### config.mk
export PLATFORM = sky130hd
export DESIGN_NAME = tdc_readout_sequencer
export DESIGN_NICKNAME = d
export VERILOG_FILES = /design/src/rtl/tdc_seq_pkg.sv /design/src/rtl/tdc_seq_timeout_cnt.sv /design/src/rtl/tdc_readout_sequencer.sv
export SDC_FILE = /design/constraint.sdc
export NUM_CORES = 1
export LEC_CHECK = 0
export CORE_ASPECT_RATIO = 0.8
export CORE_MARGIN = 10
export CORE_UTILIZATION = 50
export CTS_BUF_LIST = sky130_fd_sc_hd__clkbuf_2 sky130_fd_sc_hd__clkbuf_4 sky130_fd_sc_hd__clkbuf_8
export DETAILED_ROUTE_END_ITERATION = 10
export HOLD_SLACK_MARGIN = 0.05
export PLACE_DENSITY = 0.87
export SKIP_CTS_REPAIR_TIMING = 1
export SLEW_MARGIN = 20
export SYNTH_ARGS = -nofsm -noshare
export SYNTH_HDL_FRONTEND = slang
export SYNTH_SLANG_ARGS = --single-unit
### constraint.sdc
create_clock -name clk -period 2.43 [get_ports clk]
set_input_delay 0.486 -clock clk [delete_from_list [all_inputs] [get_ports clk]]
set_output_delay 0.486 -clock clk [all_outputs]
set_load 0.05 [all_outputs]
### src/rtl/tdc_seq_pkg.sv
// tdc_seq_pkg: shared types and constants for the TDC readout sequencer.
package tdc_seq_pkg;

  typedef enum logic [2:0] {
    StIdle,
    StWaitMeas,
    StDrain,
    StRd,
    StCapture,
    StNextGroup,
    StDone,
    StFlush
  } tdc_seq_state_e;

  // Channel headers the setter accepts in word[31:28]
  localparam logic [3:0] HDR_CH_LO = 4'h8;
  localparam logic [3:0] HDR_CH_HI = 4'h9;

  localparam int unsigned GroupCntW   = 3;
  localparam int unsigned WordCntW    = 8;
  localparam int unsigned DiscardCntW = 8;
  localparam int unsigned RdCntW      = 4;

  function automatic logic hdr_valid(input logic [31:0] word);
    return (word[31:28] == HDR_CH_LO) || (word[31:28] == HDR_CH_HI);
  endfunction

endpackage

### src/rtl/tdc_seq_timeout_cnt.sv
// tdc_seq_timeout_cnt: clearable up-counter that holds at its terminal value and flags it.
// Used both for the measurement-wait timeout and for read-strobe width timing.
module tdc_seq_timeout_cnt #(
  parameter int unsigned Width = 10
) (
  input  logic             clk,
  input  logic             resetn,
  input  logic             clr_in,
  input  logic             en_in,
  input  logic [Width-1:0] term_in,
  output logic             tc_out
);

  logic [Width-1:0] cnt_q, cnt_d;

  assign tc_out = (cnt_q == term_in);

  // Next count: clear wins, otherwise count up until the terminal value
  always_comb begin
    cnt_d = cnt_q;
    if (clr_in) begin
      cnt_d = '0;
    end else if (en_in && !tc_out) begin
      cnt_d = cnt_q + Width'(1);
    end
  end

  // Count register
  always_ff @(posedge clk or negedge resetn) begin
    if (!resetn) begin
      cnt_q <= '0;
    end else begin
      cnt_q <= cnt_d;
    end
  end

endmodule

### src/rtl/tdc_readout_sequencer.sv
// tdc_readout_sequencer: drains one measurement frame from the TDC result FIFO into the data
// setter, one setFlag per valid word and one saveFlag per group.
// Define TDC_SEQ_OVERFLOW_FLUSH_EN to discard words beyond MAX_WORDS instead of leaving them
// in the FIFO for the next group.
module tdc_readout_sequencer
  import tdc_seq_pkg::*;
#(
  parameter int unsigned GROUP_NUM      = 3,
  parameter int unsigned MAX_WORDS      = 8,
  parameter int unsigned RD_WIDTH       = 2,
  parameter int unsigned TIMEOUT_CYCLES = 1024
) (
  input  logic                   clk,
  input  logic                   resetn,
  input  logic                   start_in,
  input  logic                   abort_in,
  input  logic                   measDone_in,
  input  logic                   tdcEmpty_in,
  input  logic [31:0]            tdcData_in,
  output logic                   tdcRd_out,
  output logic [31:0]            tdcTimeData_out,
  output logic                   setFlag_out,
  output logic                   saveFlag_out,
  output logic                   busy_out,
  output logic                   done_out,
  output logic                   timeout_out,
  output logic [GroupCntW-1:0]   groupCnt_out,
  output logic [DiscardCntW-1:0] discardCnt_out
);

  localparam int unsigned TmoW = (TIMEOUT_CYCLES > 2) ? $clog2(TIMEOUT_CYCLES) : 1;
  localparam logic [TmoW-1:0]        TmoTerm   = TmoW'(TIMEOUT_CYCLES - 1);
  localparam logic [RdCntW-1:0]      RdTerm    = RdCntW'(RD_WIDTH - 1);
  localparam logic [GroupCntW-1:0]   GroupLast = GroupCntW'(GROUP_NUM - 1);
  localparam logic [WordCntW-1:0]    MaxWords  = WordCntW'(MAX_WORDS);

  tdc_seq_state_e state_q, state_d;

  logic                   rd_q;
  logic                   flush_q;  // previous cycle was a flush read
  logic [31:0]            data_q;
  logic                   timeout_q;
  logic [GroupCntW-1:0]   group_q;
  logic [WordCntW-1:0]    word_q;
  logic [DiscardCntW-1:0] discard_q;
  logic                   tmo_tc;
  logic                   rd_tc;

  tdc_seq_timeout_cnt #(
    .Width (TmoW)
  ) u_tmo_cnt (
    .clk     (clk),
    .resetn  (resetn),
    .clr_in  (state_q != StWaitMeas),
    .en_in   (1'b1),
    .term_in (TmoTerm),
    .tc_out  (tmo_tc)
  );

  tdc_seq_timeout_cnt #(
    .Width (RdCntW)
  ) u_rd_cnt (
    .clk     (clk),
    .resetn  (resetn),
    .clr_in  (!((state_q == StRd) || (state_q == StFlush))),
    .en_in   (1'b1),
    .term_in (RdTerm),
    .tc_out  (rd_tc)
  );

  // Next-state decode; abort overrides every transition
  always_comb begin
    state_d = state_q;
    unique case (state_q)
      StIdle:      if (start_in) state_d = StWaitMeas;
      StWaitMeas: begin
        if (measDone_in) begin
          state_d = StDrain;
        end else if (tmo_tc) begin
          state_d = StNextGroup;
        end
      end
      StDrain: begin
        if (!tdcEmpty_in && (word_q < MaxWords)) begin
          state_d = StRd;
        end
`ifdef TDC_SEQ_OVERFLOW_FLUSH_EN
        else if (!tdcEmpty_in) begin
          state_d = StFlush;
        end
`endif
        else begin
          state_d = StNextGroup;
        end
      end
      StRd:        if (rd_tc) state_d = StCapture;
      StFlush:     if (rd_tc) state_d = StCapture;
      StCapture:   state_d = StDrain;
      StNextGroup: state_d = (group_q == GroupLast) ? StDone : StWaitMeas;
      StDone:      state_d = StIdle;
      default:     state_d = StIdle;
    endcase
    if (abort_in) state_d = StIdle;
  end

  // State register
  always_ff @(posedge clk or negedge resetn) begin
    if (!resetn) begin
      state_q <= StIdle;
    end else begin
      state_q <= state_d;
    end
  end

  // Datapath: read strobe, captured word, group/word/discard counters and timeout flag
  always_ff @(posedge clk or negedge resetn) begin
    if (!resetn) begin
      rd_q      <= 1'b0;
      flush_q   <= 1'b0;
      data_q    <= '0;
      timeout_q <= 1'b0;
      group_q   <= '0;
      word_q    <= '0;
      discard_q <= '0;
    end else begin
      rd_q    <= (state_d == StRd) || (state_d == StFlush);
      flush_q <= (state_q == StFlush);
      if (!abort_in) begin
        unique case (state_q)
          StIdle: begin
            if (start_in) begin
              group_q   <= '0;
              timeout_q <= 1'b0;
              discard_q <= '0;
            end
          end
          StWaitMeas: begin
            if (measDone_in) begin
              word_q <= '0;
            end else if (tmo_tc) begin
              timeout_q <= 1'b1;
            end
          end
          StRd: if (rd_tc) data_q <= tdcData_in;
          StCapture: begin
            if (flush_q || !hdr_valid(data_q)) begin
              if (discard_q != '1) discard_q <= discard_q + DiscardCntW'(1);
            end else begin
              word_q <= word_q + WordCntW'(1);
            end
          end
          StNextGroup: if (group_q != GroupLast) group_q <= group_q + GroupCntW'(1);
          default: ;
        endcase
      end
    end
  end

  assign tdcRd_out       = rd_q;
  assign tdcTimeData_out = data_q;
  assign setFlag_out     = (state_q == StCapture) && !flush_q && hdr_valid(data_q);
  assign saveFlag_out    = (state_q == StNextGroup);
  assign done_out        = (state_q == StDone);
  assign busy_out        = (state_q != StIdle);
  assign timeout_out     = timeout_q;
  assign groupCnt_out    = group_q;
  assign discardCnt_out  = discard_q;

endmodule
==> results.py, run 1 <==
metrics = {
    "floorplan": {
        "start_util_pct": 52.6,
        "pin_count": 87,
        "die_y_um": 94.0,
        "core_area_um2": 6510,
        "num_rows": 26,
        "dieArea_um2": 10600,
        "die_w_um": 113,
    },
    "timing": {
        "fmax_mhz": 439,
        "hold_viol_final": 0,
        "fin_worst_skew_ns": 0.00671,
        "finalCritPeriodShare_pct": 93.8,
        "fin_ws_ns": 0.151,
        "rsz0062_at_grt": "false",
        "finalSetupTns_ns": 0,
        "relSlewSlack_pct": 59.8,
        "finalSetupViolCount": 0,
        "tightestPinTransition_ns": 0.598,
        "slew_viol_final": 0,
        "fin_crit_ns": 2.28,
    },
    "placement": {
        "dp.cells": 477,
        "globalplace.congestion": 0.904,
        "io_buffers": 86,
        "place_ws_ns": 0.0939,
        "hpwl_um": 6660,
    },
    "finish": {
        "fin_cells": 492,
        "layout-drive-gt1-share_pct": 10.3,
        "num-nets-final": 449,
        "fin_util_pct": 70.8,
        "num_antenna_cells": 0,
        "syn2layout_area_growth_pct": 34.4,
    },
    "worst_setup_path": {
        "critPathCaptureType": "primary output",
        "critical_path_class": "flip-flop to primary output",
        "cp.required_ns": 1.94,
        "cp_max_fo": 10,
        "arrival_ns": 1.79,
        "startpoint_type": "flip-flop",
    },
    "detailed_routing": {
        "drt-total-wl_um": 8800,
        "dr.pass1.iters": 4,
        "postRouteAntennaNets": 0,
        "route.detailed.drc": 0,
        "via_count": 2775,
        "wl_per_cell_um": 17.9,
        "viasPerCell": 5.64,
        "drt_iter0_drc": 168,
    },
    "synth": {
        "yosys_warnings": 0,
        "syn_avg_cell_area_um2": 11.0,
        "seq_area_frac_synth_pct": 51.9,
        "synth_edf_count": 0,
        "ys_types": 52,
        "mappedNetlistArea_um2": 3420,
        "syn_inst": 311,
        "ys_ff_latch": 71,
        "async_flop_share_pct": 100,
        "synth_flop_cell": "dfrtp_1",
        "syn-num-nets": 356,
    },
    "grt": {
        "grt_pass1_wl_um": 14500,
        "grt_pass1_vias": 2716,
        "antenna_found_initial": 0,
        "grt_max_degree": 43,
        "grt_overflow_total": 0,
        "grt_usage_pct": 17.1,
    },
    "power_and_ir_drop": {
        "p_int_uw": 1840,
        "finalPower_uw": 2520,
        "seqPwrFrac_pct": 49.4,
        "p_per_area_nw_per_um2": 548,
        "clkPwrFrac_pct": 35.9,
        "p_leak_uw": 0.00203,
        "p_sw_share_pct": 27.3,
        "ir_drop_v": 0.000438,
        "p_comb_share_pct": 14.6,
        "switchingPower_uw": 688,
    },
    "hold_path": {
        "min_path_type": "input port to async pin",
    },
    "clocking": {
        "clkTransAtPathRegs_ns": 0.07,
        "cts_buffer_depth": 2,
        "cts_buffers": 9,
        "cts_tree": "done",
        "cts_root_buf": "clkbuf_8",
        "clock_sinks": 71,
        "htree_levels": 3,
        "clock_latency_ns": 0.35,
    },
    "job": {
        "drv_cap": 0,
    },
    "run_status": {
        "status": "complete, no violations",
    },
}
synthesized netlist by cell type (4+ instances only):
library cell	n	area [µm²]
dfrtp_1	71	1780
mux2_1	30	338
nor2_1	26	97.6
o21ai_0	16	80.1
nand2_1	15	56.3
nand3_1	10	50.1
nor3_1	10	50.1
inv_1	9	33.8
clkbuf_1	8	30.0
or3_1	8	50.1
and3_1	7	43.8
ha_1	7	87.6
mux2i_1	7	70.1
nand4_1	7	43.8
a21oi_1	6	30.0
o41ai_1	5	43.8
buf_2	4	20.0
nand3b_1	4	30.0
o31ai_1	4	30.0
xor2_1	4	35.0
per-stage QoR:
stage / hold WS, ns / area [µm²]
finish: 0.141 / 4600
global route: 0.163 / 4600
CTS: 0.139 / 4600
detailed placement: 0.470 / 4420
global placement: 0.463 / 4420
floorplan: 0.190 / 3420
cells by family (layout without fill, tap and decap cells):
kind of cell | after synthesis | count (layout) | synth area share [%]
and+or+nand+nor | 114 | 114 | 18.5
DFF | 71 | 71 | 51.9
AOI/OAI and AO/OA | 51 | 51 | 9.83
muxes | 39 | 39 | 12.6
buffers and inverters | 23 | 120 | 3.11
adders and majority gates | 7 | 7 | 2.56
xor gates and xnor gates | 6 | 6 | 1.53
placed cells by master, fill, tap and decap left out, types with 2 or more instances in the layout:
cell type,count
a211oi_1,2
a21o_1,2
a21oi_1,6
a311oi_1,2
a31oi_1,2
and3_1,7
buf_12,3
buf_4,11
clkbuf_8,9
clkdlybuf4s50_1,81
clkinv_2,3
dfrtp_1,71
ha_1,7
inv_1,9
mux2_1,30
mux2_2,2
mux2i_1,7
nand2_1,15
nand2b_1,3
nand3_1,10
nand3b_1,4
nand4_1,7
nor2_1,26
nor3_1,10
nor4_1,3
o211ai_1,3
o21ai_0,16
o21ai_1,2
o21bai_1,2
o31ai_1,4
o41ai_1,5
or2_2,2
or3_1,8
or3b_2,3
or4_1,3
xnor2_1,2
xor2_1,4
final cells by class:
class	count	area, µm²
clock buffer	9	124
clock inverter	6	61.3
fill	447	1900
inverter	9	33.8
multi-input combinational	217	1540
sequential	71	1780
tap	84	105
timing repair buffer	96	958
worst max-delay path, cell delays in order (launching register included):
cell and delay, ns:
dfrtp_1 0.49, or3b_2 0.60, nor2b_2 0.19, buf_12 0.15
power groups by stage:
stage	registers [µW]	clock network (µW)	logic [µW]
final	1250	907	369
after global placement	1270	0	364
after global routing	1250	991	395
after floorplan	1370	0	90.3
after CTS	1250	934	374
after detailed placement	1270	0	373
metal layers:
metal  vias to the layer above  wire, µm  global-route usage [%]
met5                         -         0                       0
met1                      1323      4040                    21.8
met4                         0        80                    3.80
li1                       1327         -                       -
met3                        12       699                    7.34
met2                       113      3990                    26.3
sequential cells by signal, summed over array words and instances, names as in the netlist:
register and count:
tdcTimeData_out 32, u_tmo_cnt.cnt_q 10, discardCnt_out 8, word_q 8
u_rd_cnt.cnt_q 4, groupCnt_out 3, state_q 3, flush_q 1
tdcRd_out 1, timeout_out 1
worst paths after layout:
kind | from | end | slack, ns | cells past startpoint
setup / recovery | state_q[1]$_DFF_PN0_ | setFlag_out | 0.15 | 3
hold / removal | resetn | tdcTimeData_out[11]$_DFFE_PN0P_ | 0.14 | 2
setup reg to reg | state_q[0]$_DFF_PN0_ | tdcTimeData_out[18]$_DFFE_PN0P_ | 0.37 | 4
hold reg to reg | word_q[7]$_DFFE_PN0P_ | word_q[7]$_DFFE_PN0P_ | 0.49 | 1
max in group asynchronous | resetn | u_tmo_cnt.cnt_q[3]$_DFFE_PN0P_ | 1.85 | 2
min in group clk | word_q[7]$_DFFE_PN0P_ | word_q[7]$_DFFE_PN0P_ | 0.49 | 1
Note: power is estimated with default switching activity, not from simulation.
==> run 2: changes to the inputs <==
CTS_CLUSTER_SIZE = 8   (was not set)
==> results of run 2 <==
The final DEF is identical to that of run 1; final timing and power are the same.
==> run 3: changes to the inputs <==
CORE_UTILIZATION = 47   (was 50)
PLACE_DENSITY = 0.83   (was 0.87)
==> results.py, run 3 (synthesis gave the netlist of run 1 again) <==
metrics = {
    "run_status": {
        "status": "complete, no violations",
    },
    "placement": {
        "io_buffers": 86,
        "dp.cells": 482,
        "globalplace.congestion": 0.847,
        "placed_area_um2": 4450,
        "hpwl_um": 6350,
    },
    "timing": {
        "finalSetupTns_ns": 0,
        "finalSetupViolCount": 0,
        "finalCritPeriodShare_pct": 92.4,
        "rsz0062_at_grt": "false",
        "relSlewSlack_pct": 51.1,
        "fin_worst_skew_ns": 0.00594,
        "slew_viol_final": 0,
        "fmax_mhz": 445,
        "tightestPinTransition_ns": 0.733,
        "hold_viol_final": 0,
        "fin_crit_ns": 2.25,
    },
    "worst_setup_path": {
        "path_cells": "or3b_2 > nor2b_1 > buf_12",
        "cp_max_fo": 12,
        "critPathCaptureType": "primary output",
        "r2r-start": "state_q[0]$_DFF_PN0_",
        "critical_path_class": "flip-flop to primary output",
        "critical_path_buf_inv_count": 1,
        "cp.required_ns": 1.94,
        "crit_path_top_delay_cell": "dfrtp_1",
        "arrival_ns": 1.76,
        "worstSetupStartpoint": "state_q[0]$_DFF_PN0_",
        "max_stage_delay_ns": 0.50,
        "path_delay_family": "simple AND/OR/NAND/NOR gates",
        "startpoint_type": "flip-flop",
    },
    "clocking": {
        "cts_buffer_depth": 2,
        "htree_levels": 3,
        "cts_tree": "done",
        "clock_latency_ns": 0.35,
        "cts_root_buf": "clkbuf_8",
        "cts_buffers": 9,
        "clock_sinks": 71,
        "clkTransAtPathRegs_ns": 0.08,
    },
    "power_and_ir_drop": {
        "p_int_uw": 1960,
        "seqPwrFrac_pct": 46.2,
        "switchingPower_uw": 740,
        "p_per_area_nw_per_um2": 578,
        "clkPwrFrac_pct": 40.1,
        "p_sw_share_pct": 27.4,
        "p_comb_share_pct": 13.7,
        "ir_drop_v": 0.000337,
        "finalPower_uw": 2700,
        "p_leak_uw": 0.00206,
    },
    "detailed_routing": {
        "postRouteAntennaNets": 0,
        "wl_per_cell_um": 17.0,
        "dr.pass1.iters": 4,
        "route.detailed.drc": 0,
        "drt_iter0_drc": 146,
        "viasPerCell": 5.60,
        "drt-total-wl_um": 8450,
        "via_count": 2788,
    },
    "floorplan": {
        "start_util_pct": 49.0,
        "pin_count": 87,
        "die_y_um": 96.3,
        "dieArea_um2": 11100,
        "core_area_um2": 6990,
        "die_w_um": 115,
        "num_rows": 27,
    },
    "finish": {
        "seq_area_um2": 1780,
        "fillCellCount": 528,
        "final_cell_mix": "81 x clkdlybuf4s50_1, 71 x dfrtp_1, 30 x mux2_1",
        "num_antenna_cells": 0,
        "num-nets-final": 451,
        "largest_register_ffs": 32,
        "layout-drive-gt1-share_pct": 10.7,
        "stdcell_area_um2": 4670,
        "syn2layout_area_growth_pct": 36.5,
        "final_common_cell": "clkdlybuf4s50_1",
        "fin_cells": 498,
        "multi_input_area_um2": 1540,
    },
    "grt": {
        "grt-busiest-layer": "met2",
        "antenna_found_initial": 0,
        "use_met1_pct": 19.2,
        "grtUsageMet3_pct": 5.22,
        "grt_usage_pct": 15.6,
        "grt_overflow_total": 0,
        "grt_pass1_vias": 2738,
        "grt.met2_usage_pct": 24.9,
        "grt_pass1_wl_um": 13700,
        "grt_max_degree": 40,
    },
    "hold_path": {
        "min_path_type": "input port to async pin",
    },
    "job": {
        "drv_cap": 0,
    },
}
-- run 3: cell types whose count changed in the layout (fill, tap and decap cells not counted), sizes merged --
cell / delta
buf: +2
bufinv: +1
clkinv: -2
inv: +2
-- run 3: worst register-to-register path: stages, from the launching register on --
cell and delay [ns]:
dfrtp_1 0.54, nand2_1 0.22, or4_1 0.57, buf_12 0.21
mux2_1 0.35
-- run 3: per-stage QoR --
step	hold slack [ns]	setup WS, ns	utilization, %
floorplan	0.190	0.0620	-
global placement	0.473	0.0925	63.6
detailed placement	0.480	0.0714	63.6
CTS	0.206	0.163	66.8
global route	0.222	0.0793	66.8
finish	0.189	0.185	66.8
-- run 3: metal layers --
metal / wire [µm] / vias to the layer above
li1: - / 1324
met1: 3800 / 1344
met2: 3860 / 112
met3: 706 / 8
met4: 90 / 0
met5: 0 / -
-- run 3: worst paths after layout --
check | cells past startpoint | to | slack, ns
min | 1 | tdcTimeData_out[7]$_DFFE_PN0P_ | 0.19
max | 3 | setFlag_out | 0.18
max in group asynchronous | 2 | u_tmo_cnt.cnt_q[2]$_DFFE_PN0P_ | 1.58
min in group clk | 1 | tdcTimeData_out[6]$_DFFE_PN0P_ | 0.49
min reg2reg | 1 | tdcTimeData_out[6]$_DFFE_PN0P_ | 0.49
max reg2reg | 4 | tdcTimeData_out[19]$_DFFE_PN0P_ | 0.43
-- run 3: area by class of cell --
type,instances,share of cell area [%]
flip-flops and latches,71,38.0
multi-input cells,217,33.0
repair buffers,98,21.1
clock buffers,9,2.65
well taps,87,2.33
clock inverters,7,2.20
inverters,9,0.723
-- run 3: power by group through the flow --
stage / Sequential (µW) / Combinational, µW / Clock, µW
floorplan: 1370 / 90.3 / 0
global placement: 1270 / 367 / 0
detailed placement: 1270 / 373 / 0
CTS: 1250 / 375 / 1100
global route: 1250 / 397 / 1160
finish: 1250 / 371 / 1080
